$ cat src/rtl/sd_pkg.sv
// Shared definitions for the SPI-mode SD card path: state encodings, command
// frames, R1 bit positions and the CMD8 check pattern. The sector reader uses
// the same frame layout when it builds CMD17.
package sd_pkg;

    typedef enum logic [3:0] {
        ST_RESET   = 4'd0,
        ST_POWERUP = 4'd1,
        ST_CMD0    = 4'd2,
        ST_CMD8    = 4'd3,
        ST_CMD55   = 4'd4,
        ST_ACMD41  = 4'd5,
        ST_CMD58   = 4'd6,
        ST_GAP     = 4'd7,
        ST_DONE    = 4'd8,
        ST_ERROR   = 4'd9
    } sd_state_t;

    typedef enum logic [2:0] {
        IF_IDLE = 3'd0,
        IF_SEND = 3'd1,
        IF_POLL = 3'd2,
        IF_CAPT = 3'd3,
        IF_FIN  = 3'd4
    } if_state_t;

    // 48-bit frames: start/index byte, 32-bit argument, CRC7 + end bit.
    localparam logic [47:0] FRAME_CMD0        = 48'h40_00000000_95;
    localparam logic [47:0] FRAME_CMD8        = 48'h48_000001AA_87;
    localparam logic [47:0] FRAME_CMD55       = 48'h77_00000000_01;
    localparam logic [47:0] FRAME_ACMD41_BASE = 48'h69_00000000_01;
    localparam logic [47:0] FRAME_CMD58       = 48'h7A_00000000_01;

    localparam int R1_IDLE_BIT    = 0;
    localparam int R1_ILLEGAL_BIT = 2;
    localparam logic [7:0] R1_IDLE  = 8'h01;
    localparam logic [7:0] R1_READY = 8'h00;

    localparam logic [11:0] CHECK_PATTERN = 12'h1AA;
    localparam int          GAP_CYC       = 8;

    // ACMD41 with HCS placed in argument bit 30 (frame bit 38).
    function automatic logic [47:0] acmd41_frame(input logic hcs);
        return FRAME_ACMD41_BASE | ({47'd0, hcs} << 38);
    endfunction

endpackage

$ cat src/rtl/sd_cmd_if.sv
// Single-command SPI engine: shifts a 48-bit frame out MSB first, polls DO
// for the R1 start bit with a timeout, then captures R1 (and 32 more bits for
// long responses). CS/DI are launched on the falling edge of SD_clk.
// Handshake: start is honoured only while if_state is IF_IDLE; done is a
// one-cycle pulse (if_state IF_FIN) with timeout/r1/resp valid in that cycle.
module sd_cmd_if
    import sd_pkg::*;
#(
    parameter int RESP_TIMEOUT = 80
) (
    input  logic        SD_clk,
    input  logic        rst,
    input  logic        start,
    input  logic [47:0] frame,
    input  logic        long_resp,
    input  logic        SD_dataout,
    output logic        SD_cs,
    output logic        SD_datain,
    output logic        done,
    output logic        timeout,
    output logic [7:0]  r1,
    output logic [31:0] resp,
    output if_state_t   if_state
);

    localparam int PW = $clog2(RESP_TIMEOUT + 1);

    if_state_t      st_q, st_d;
    logic [47:0]    sh_q, sh_d;
    logic [5:0]     cnt_q, cnt_d;
    logic [PW-1:0]  poll_q, poll_d;
    logic [39:0]    cap_q, cap_d;
    logic           long_q, long_d;
    logic           to_q, to_d;
    logic           cs_d, di_d;

    // Next-state logic for send / poll / capture sequencing.
    always_comb begin
        st_d   = st_q;
        sh_d   = sh_q;
        cnt_d  = cnt_q;
        poll_d = poll_q;
        cap_d  = cap_q;
        long_d = long_q;
        to_d   = to_q;
        case (st_q)
            IF_IDLE: if (start) begin
                st_d   = IF_SEND;
                sh_d   = frame;
                cnt_d  = 6'd47;
                long_d = long_resp;
                to_d   = 1'b0;
            end
            IF_SEND: begin
                sh_d = {sh_q[46:0], 1'b1};
                if (cnt_q == 6'd0) begin
                    st_d   = IF_POLL;
                    poll_d = '0;
                end else begin
                    cnt_d = cnt_q - 6'd1;
                end
            end
            IF_POLL: begin
                if (!SD_dataout) begin
                    // The 0 just sampled is R1 bit 7; count the bits still to come.
                    st_d  = IF_CAPT;
                    cap_d = '0;
                    cnt_d = long_q ? 6'd39 : 6'd7;
                end else if (poll_q == PW'(RESP_TIMEOUT - 1)) begin
                    st_d = IF_FIN;
                    to_d = 1'b1;
                end else begin
                    poll_d = poll_q + PW'(1);
                end
            end
            IF_CAPT: begin
                cap_d = {cap_q[38:0], SD_dataout};
                cnt_d = cnt_q - 6'd1;
                if (cnt_q == 6'd1) st_d = IF_FIN;
            end
            IF_FIN:  st_d = IF_IDLE;
            default: st_d = IF_IDLE;
        endcase
    end

    // Rising-edge state; reset drops any frame in flight.
    always_ff @(posedge SD_clk) begin
        if (rst) begin
            st_q   <= IF_IDLE;
            sh_q   <= '1;
            cnt_q  <= '0;
            poll_q <= '0;
            cap_q  <= '0;
            long_q <= 1'b0;
            to_q   <= 1'b0;
        end else begin
            st_q   <= st_d;
            sh_q   <= sh_d;
            cnt_q  <= cnt_d;
            poll_q <= poll_d;
            cap_q  <= cap_d;
            long_q <= long_d;
            to_q   <= to_d;
        end
    end

    assign cs_d = !((st_q == IF_SEND) || (st_q == IF_POLL) || (st_q == IF_CAPT));
    assign di_d = (st_q == IF_SEND) ? sh_q[47] : 1'b1;

    // Launch CS/DI on the falling edge so the card samples them mid-bit.
    always_ff @(negedge SD_clk) begin
        if (rst) begin
            SD_cs     <= 1'b1;
            SD_datain <= 1'b1;
        end else begin
            SD_cs     <= cs_d;
            SD_datain <= di_d;
        end
    end

    assign done     = (st_q == IF_FIN);
    assign timeout  = to_q;
    assign r1       = long_q ? cap_q[39:32] : cap_q[7:0];
    assign resp     = cap_q[31:0];
    assign if_state = st_q;

endmodule

$ cat src/rtl/sd_card_init.sv
// SD card SPI-mode initialisation sequencer: power-up clocks, CMD0, CMD8,
// CMD55/ACMD41 loop and (with SD_CCS_READ_EN defined) CMD58 to read CCS.
// Without SD_CCS_READ_EN, card_hc follows card_v2.
module sd_card_init
    import sd_pkg::*;
#(
    parameter int POWERUP_CYC  = 160,
    parameter int RESP_TIMEOUT = 80,
    parameter int CMD_RETRY    = 8,
    parameter int ACMD41_MAX   = 2000
) (
    input  logic       SD_clk,
    input  logic       rst,
    input  logic       SD_dataout,
    output logic       SD_cs,
    output logic       SD_datain,
    output logic       init,
    output logic       init_err,
    output logic       card_v2,
    output logic       card_hc,
    output logic [3:0] init_state
);

    localparam int CW = 16;
    localparam int RW = $clog2(CMD_RETRY + 1);

    sd_state_t      state_q, state_d, next_q, next_d;
    logic [CW-1:0]  cnt_q, cnt_d;
    logic [RW-1:0]  retry_q, retry_d;
    logic [10:0]    loop_q, loop_d;
    logic           v2_q, v2_d, hc_q, hc_d;

    logic           start, long_resp, cmd_state;
    logic [47:0]    frame;
    logic           cmd_done, cmd_timeout;
    logic [7:0]     cmd_r1;
    logic [31:0]    cmd_resp;
    if_state_t      if_state;
    logic           resp_unused;

    sd_cmd_if #(.RESP_TIMEOUT(RESP_TIMEOUT)) u_cmd (
        .SD_clk    (SD_clk),
        .rst       (rst),
        .start     (start),
        .frame     (frame),
        .long_resp (long_resp),
        .SD_dataout(SD_dataout),
        .SD_cs     (SD_cs),
        .SD_datain (SD_datain),
        .done      (cmd_done),
        .timeout   (cmd_timeout),
        .r1        (cmd_r1),
        .resp      (cmd_resp),
        .if_state  (if_state)
    );

    assign resp_unused = ^cmd_resp[31:12];
    assign cmd_state = (state_q == ST_CMD0) || (state_q == ST_CMD8) || (state_q == ST_CMD55) ||
                       (state_q == ST_ACMD41) || (state_q == ST_CMD58);

    // Sequencing: issue one command per state, judge its result, then GAP.
    always_comb begin
        state_d   = state_q;
        next_d    = next_q;
        cnt_d     = cnt_q;
        retry_d   = retry_q;
        loop_d    = loop_q;
        v2_d      = v2_q;
        hc_d      = hc_q;
        frame     = FRAME_CMD0;
        long_resp = 1'b0;
        start     = cmd_state && (if_state == IF_IDLE);
        if (cmd_state && cmd_done) begin
            state_d = ST_GAP;
            cnt_d   = '0;
        end
        case (state_q)
            ST_RESET: begin
                state_d = ST_POWERUP;
                cnt_d   = '0;
            end
            ST_POWERUP: begin
                if (cnt_q == CW'(POWERUP_CYC - 1)) begin
                    state_d = ST_CMD0;
                    cnt_d   = '0;
                end else begin
                    cnt_d = cnt_q + CW'(1);
                end
            end
            ST_CMD0: begin
                frame = FRAME_CMD0;
                if (cmd_done) begin
                    if (!cmd_timeout && cmd_r1 == R1_IDLE) begin
                        retry_d = '0;
                        next_d  = ST_CMD8;
                    end else if (retry_q == RW'(CMD_RETRY - 1)) begin
                        next_d = ST_ERROR;
                    end else begin
                        retry_d = retry_q + RW'(1);
                        next_d  = ST_CMD0;
                    end
                end
            end
            ST_CMD8: begin
                frame     = FRAME_CMD8;
                long_resp = 1'b1;
                if (cmd_done) begin
                    if (cmd_timeout) begin
                        if (retry_q == RW'(CMD_RETRY - 1)) begin
                            next_d = ST_ERROR;
                        end else begin
                            retry_d = retry_q + RW'(1);
                            next_d  = ST_CMD8;
                        end
                    end else if (cmd_r1 == R1_IDLE && cmd_resp[11:0] == CHECK_PATTERN) begin
                        v2_d   = 1'b1;
                        next_d = ST_CMD55;
                    end else if (cmd_r1[R1_ILLEGAL_BIT]) begin
                        // Illegal command: a v1 card that does not know CMD8.
                        v2_d   = 1'b0;
                        next_d = ST_CMD55;
                    end else begin
                        next_d = ST_ERROR;
                    end
                end
            end
            ST_CMD55: begin
                frame = FRAME_CMD55;
                if (cmd_done) begin
                    if (!cmd_timeout && (cmd_r1 == R1_IDLE || cmd_r1 == R1_READY)) next_d = ST_ACMD41;
                    else next_d = ST_ERROR;
                end
            end
            ST_ACMD41: begin
                frame = acmd41_frame(v2_q);
                if (cmd_done) begin
                    if (!cmd_timeout && cmd_r1 == R1_READY) begin
`ifdef SD_CCS_READ_EN
                        next_d = ST_CMD58;
`else
                        hc_d   = v2_q;
                        next_d = ST_DONE;
`endif
                    end else if (!cmd_timeout && cmd_r1 == R1_IDLE) begin
                        if (loop_q == 11'(ACMD41_MAX - 1)) begin
                            next_d = ST_ERROR;
                        end else begin
                            loop_d = loop_q + 11'd1;
                            next_d = ST_CMD55;
                        end
                    end else begin
                        next_d = ST_ERROR;
                    end
                end
            end
`ifdef SD_CCS_READ_EN
            ST_CMD58: begin
                frame     = FRAME_CMD58;
                long_resp = 1'b1;
                if (cmd_done) begin
                    if (!cmd_timeout && cmd_r1 == R1_READY) begin
                        hc_d   = cmd_resp[30];
                        next_d = ST_DONE;
                    end else begin
                        next_d = ST_ERROR;
                    end
                end
            end
`endif
            ST_GAP: begin
                if (cnt_q == CW'(GAP_CYC - 1)) begin
                    state_d = next_q;
                    cnt_d   = '0;
                end else begin
                    cnt_d = cnt_q + CW'(1);
                end
            end
            ST_DONE:  state_d = ST_DONE;
            ST_ERROR: state_d = ST_ERROR;
            default:  state_d = ST_RESET;
        endcase
    end

    // Sequencer state register with synchronous reset.
    always_ff @(posedge SD_clk) begin
        if (rst) begin
            state_q <= ST_RESET;
            next_q  <= ST_RESET;
            cnt_q   <= '0;
            retry_q <= '0;
            loop_q  <= '0;
            v2_q    <= 1'b0;
            hc_q    <= 1'b0;
        end else begin
            state_q <= state_d;
            next_q  <= next_d;
            cnt_q   <= cnt_d;
            retry_q <= retry_d;
            loop_q  <= loop_d;
            v2_q    <= v2_d;
            hc_q    <= hc_d;
        end
    end

    assign init       = (state_q == ST_DONE);
    assign init_err   = (state_q == ST_ERROR);
    assign card_v2    = v2_q;
    assign card_hc    = hc_q;
    assign init_state = state_q;

endmodule

$ cat config.mk
export PLATFORM = sky130hd
export DESIGN_NAME = sd_card_init
export DESIGN_NICKNAME = d
export VERILOG_FILES = /design/src/rtl/sd_pkg.sv /design/src/rtl/sd_cmd_if.sv /design/src/rtl/sd_card_init.sv
export SDC_FILE = /design/constraint.sdc
export NUM_CORES = 1
export LEC_CHECK = 0
export BUFFER_PORTS_ARGS = -buffer_cell sky130_fd_sc_hd__clkbuf_2
export CELL_PAD_IN_SITES_DETAIL_PLACEMENT = 1
export CELL_PAD_IN_SITES_GLOBAL_PLACEMENT = 2
export CORE_MARGIN = 1
export CORE_UTILIZATION = 34
export CTS_CLUSTER_DIAMETER = 60
export DETAILED_ROUTE_END_ITERATION = 7
export GPL_ROUTABILITY_DRIVEN = 0
export MAX_ROUTING_LAYER = met4
export PLACE_DENSITY = 0.73
export SYNTH_ARGS = -nofsm -noshare
export SYNTH_HDL_FRONTEND = slang
export SYNTH_SLANG_ARGS = --single-unit
$ cat constraint.sdc
create_clock -name SD_clk -period 2.25 [get_ports SD_clk]
set_input_delay 0 -clock SD_clk [delete_from_list [all_inputs] [get_ports SD_clk]]
set_output_delay 0 -clock SD_clk [all_outputs]
set_load 0.005 [all_outputs]
== Word-level counts from Yosys, hierarchy flattened ==
Index checks and enable logic that the tools add are counted.
W data, S select, Z words.

* Input bits: 3
* Output and inout port bits: 10
* Bits in registers: 149
* Logic and storage cells: 159

* Multiplexer cells: 57
* Add/subtract/negate cells: 5
* Bitwise gates (word level): 4
* Reductions and logical operators: 42
* Eq/ne operators: 35

{| class="wikitable"
|+ Operators with widths
! cell !! number
|-
| $pmux W46 S3 || 1
|-
| $pmux W48 S2 || 1
|-
| $mux W4 || 22
|-
| $pmux W40 S2 || 1
|-
| $mux W16 || 3
|-
| $mux W48 || 1
|-
| $pmux W16 S3 || 1
|-
| $mux W40 || 1
|-
| $mux W6 || 4
|-
| $pmux W4 S6 || 1
|-
| $pmux W6 S4 || 1
|-
| $reduce_and A4 Y1 || 6
|-
| $mux W7 || 3
|-
| $eq A4 B3 Y1 const B || 5
|-
| $ne A2 B2 Y1 const B || 9
|-
| $add A16 B1 Y16 const B || 1
|-
| $eq A16 B3 Y1 const B || 1
|-
| $eq A16 B8 Y1 const B || 1
|-
| $pmux W4 S4 || 1
|-
| $mux W3 || 5
|-
| $pmux W7 S2 || 1
|-
| $eq A12 B9 Y1 const B || 1
|-
| $pmux W3 S4 || 1
|-
| $reduce_bool A2 Y1 || 6
|-
| other kinds (34) || 65
|}

== Longest topological paths before layout ==
* Depth in word-level cells: 9
* Depth in mapped cells: 8
* Mapped depth without buffers: 6

== Cells and area by module ==
Synthesis repeated with hierarchy kept, for this count alone.

* Cells, all modules: 857
* Area, all modules: 7345.8 um^2

{| class="wikitable"
|+ By module, submodules not included
! module !! cells each !! sequential area each (um^2) !! area each (um^2) !! instances
|-
| sd_cmd_if || 563 || 2162.1 || 4974.8 || 1
|-
| sd_card_init || 294 || 820.8 || 2371.0 || 1
|}

==> results.md <==
- Outcome: finished clean
- Share of synthesized cell area in full adder, half adder and majority cells: 0.0130
- First-pass GRT wire length: 31000 um
- Post-synthesis xor/xnor area fraction: 0.0234
- Final Skew: 24.6 ps
- Utilization of the core after routing: 0.405
- Clock root buffer: clkbuf_16
- Effective utilization at floorplan: 0.347
- Clock latency of the later-clocked register in the worst-skew pair: 440 ps
- Data required time of the critical path: 1440 ps
- # port buffers: 12
- Syn. warnings: 0
- Largest net degree at the start of global routing: 77
- Die footprint: 0.0204 mm^2
- Syn avg cell area: 7.99 um^2
- Number of flops mapped to enable cells by yosys: 0
- Vertical die dimension: 143 um
- Area of the core: 0.0195 mm^2
- Worst max-slew margin expressed relative to the limit: 0.467
- Final max-slew violation count: 0
- Simple-gate portion of the synthesized area: 0.287
- # DRC: 0
- Std-Cell Rows: 51
- Share of synthesized area spent on multiplexers: 0.0171
- CTS Sinks: 148
- Fraction of power consumed by the clock network: 0.437
- Total via count after detailed routing: 6157
- Nets in the synthesized netlist: 854
- Combined global-route utilization of all metal layers: 0.196
- Highest ir drop seen on vdd: 0.000400 V
- Die X-Extent: 143 um
- Startpoint types: register
- Number of different library cells in the post-synthesis netlist: 63
- Fraction of layout cells with a size suffix above 1: 0.123
- Worst path slowest cell: or3b_4
- Combined area of all synthesized cells: 0.00675 mm^2
- Post-route setup slack: 31.1 ps
- Placement-stage worst setup slack: 20.6 ps
- Violation count after the first detailed-route iteration: 290
- Power after layout: 6.34 mW
- Share of synthesized area occupied by flip-flops and latches: 0.439
- Worst setup path category: reg2reg
- Most common library cell in the layout ignoring fill and taps: dfxtp_1
- Critical path cell sequence: or3b_4 > or3_1
- Count of TritonRoute iterations in the first routing pass: 4
- Final Net Count: 868
- Worst EP arrival: 1410 ps
- Area Overhead vs Synth: 16.9%
- Synth Area in Compound Gates: 0.175
- Commonest cells after routing, fill and taps aside: dfxtp_1, nand2_1, a21oi_1
- Wire length per cell after detailed routing: 16.3 um
- Via count of the first global-routing pass: 6271
- Logic gate share of total power: 0.116
- Total Negative Setup Slacks: 0 ps
- Combinational family with the most area after synthesis: simple AND/OR/NAND/NOR gates
- Num CTS Buffers: 17
- Class of the worst hold path: in2reg
- Post-synthesis async set-or-reset flop share: 0
- Number of H-tree levels: 4
- Number of placed I/O pins: 13
- Number of hold violations in the final report: 0
- Tightest Pin Transition: 800 ps
- Antenna violations before repair: 1
- Setup Viol. Count Final: 0
- Buffer depth of the longest clock path: 2
- Largest fanout on the critical path: 2
- CTS tree: yes
- Number of standard cells after synthesis: 844
- Sw Pwr: 1.71 mW
- Most frequently used flop master after synthesis: dfxtp_1
- Switching part of the total: 0.270
- Vias per inst: 5.42
- Final HPWL DP: 12300 um
- Clock-pin slew on the worst setup and hold paths: 60 ps
- Number of synthesized register bits: 148
- Int Power: 4.63 mW
- Number of maximum-capacitance constraint violations: 0
- Worst stage delay on the critical path: 390 ps
- Hold Slack: 210 ps
- Post-DRT Antenna Nets: 0
- Power per cell area: 804 mW/mm^2
- Total Wirelength: 18500 um
- Worst setup slack for register-to-register paths: 30 ps
- Static leakage: 2.82 nW
- Sequential cell fraction of total power: 0.447
- CP Capture Type: register
- Remaining Overflow, GRT: 0
## area by class of cell
type                            instances  area, um^2
Antenna cell                            1        2.50
Clock buffer                           22         464
Clock inverter                         11         105
Fill cell                            2358       11600
Inverter                               15        56.3
Multi-Input combinational cell        619        3540
Sequential cell                       148        2960
Tap cell                              265         332
Timing Repair Buffer                   55         417
## cell usage after synthesis, drive strengths merged, types with 8 or more instances
cell	n	area, um^2
a211oi	12	90.1
a21oi	103	515
buf	9	48.8
clkbuf	52	195
dfxtp	148	2960
inv	16	60.1
nand2	107	402
nand3	97	490
nand4	10	62.6
nor2	65	244
nor2b	8	50.1
nor3	22	110
nor4	13	81.3
o21ai	26	130
o31ai	11	82.6
or3	8	50.1
or4	8	60.1
xnor2	15	131
## timing repair
action                                 in CTS  in global routing
setup endpoints to repair                   0                 29
endpoints found under the hold margin       2                  0
resized for setup                           0                 13
setup buffers                               0                  0
hold buffers                                1                  0
## worst paths after layout
path / startpoint / endpoint / cells after the start
setup reg to reg: u_cmd.if_state[1] / u_cmd.SD_datain / 2
hold / removal: rst / u_cmd.timeout / 3
hold reg to reg: u_cmd.sh_q[6] / u_cmd.sh_q[6] / 2
setup / recovery: u_cmd.if_state[1] / u_cmd.SD_datain / 2
## state kept, by name (all words and copies together), names as in the netlist, 4 cells and up
signal / count
init_state: 4
cnt_q: 16
u_cmd.cap_q: 40
u_cmd.sh_q: 47
next_q: 4
u_cmd.cnt_q: 6
retry_q: 4
loop_q: 11
u_cmd.poll_q: 7
## critical path: cells and delay by family (launching register included)
| family | cells | cell delay, ps |
|---|---|---|
| DFF | 1 | 310 |
| and+or+nand+nor | 2 | 690 |
## per-layer routing
layer  vias up  routed length (um)  global-route usage
met2        49                9280               0.334
li1       3058                   -                   -
met3        14                 368              0.0366
met1      3036                8680               0.230
met4         0                 182              0.0690
met5         -                   0                   -
## logic make-up (layout without fill, tap and decap cells)
kind of cell / Yosys count / count (layout)
xor+xnor: 18 / 18
simple gates: 388 / 388
buf+inv: 77 / 103
fa+ha+maj: 7 / 7
compound gates: 195 / 195
mux: 11 / 11
flops: 148 / 148
other cells: 0 / 1
## through the flow
stage	area [um^2]	instances
6_report	7890	1136
3_5_place_dp	7250	1102
4_1_cts	7830	1135
3_3_place_gp	7250	1102
5_1_grt	7890	1136
2_1_floorplan	6780	844
## power groups by stage
stage / clock network, mW / logic [mW] / registers, mW
floorplan: 0.00835 / 0.524 / 2.87
global placement: 0.00835 / 0.704 / 2.88
detailed placement: 0.00835 / 0.731 / 2.89
CTS: 2.84 / 0.739 / 2.83
global route: 2.97 / 0.825 / 2.85
finish: 2.77 / 0.735 / 2.84
Note: power is estimated with default switching activity, not from simulation.
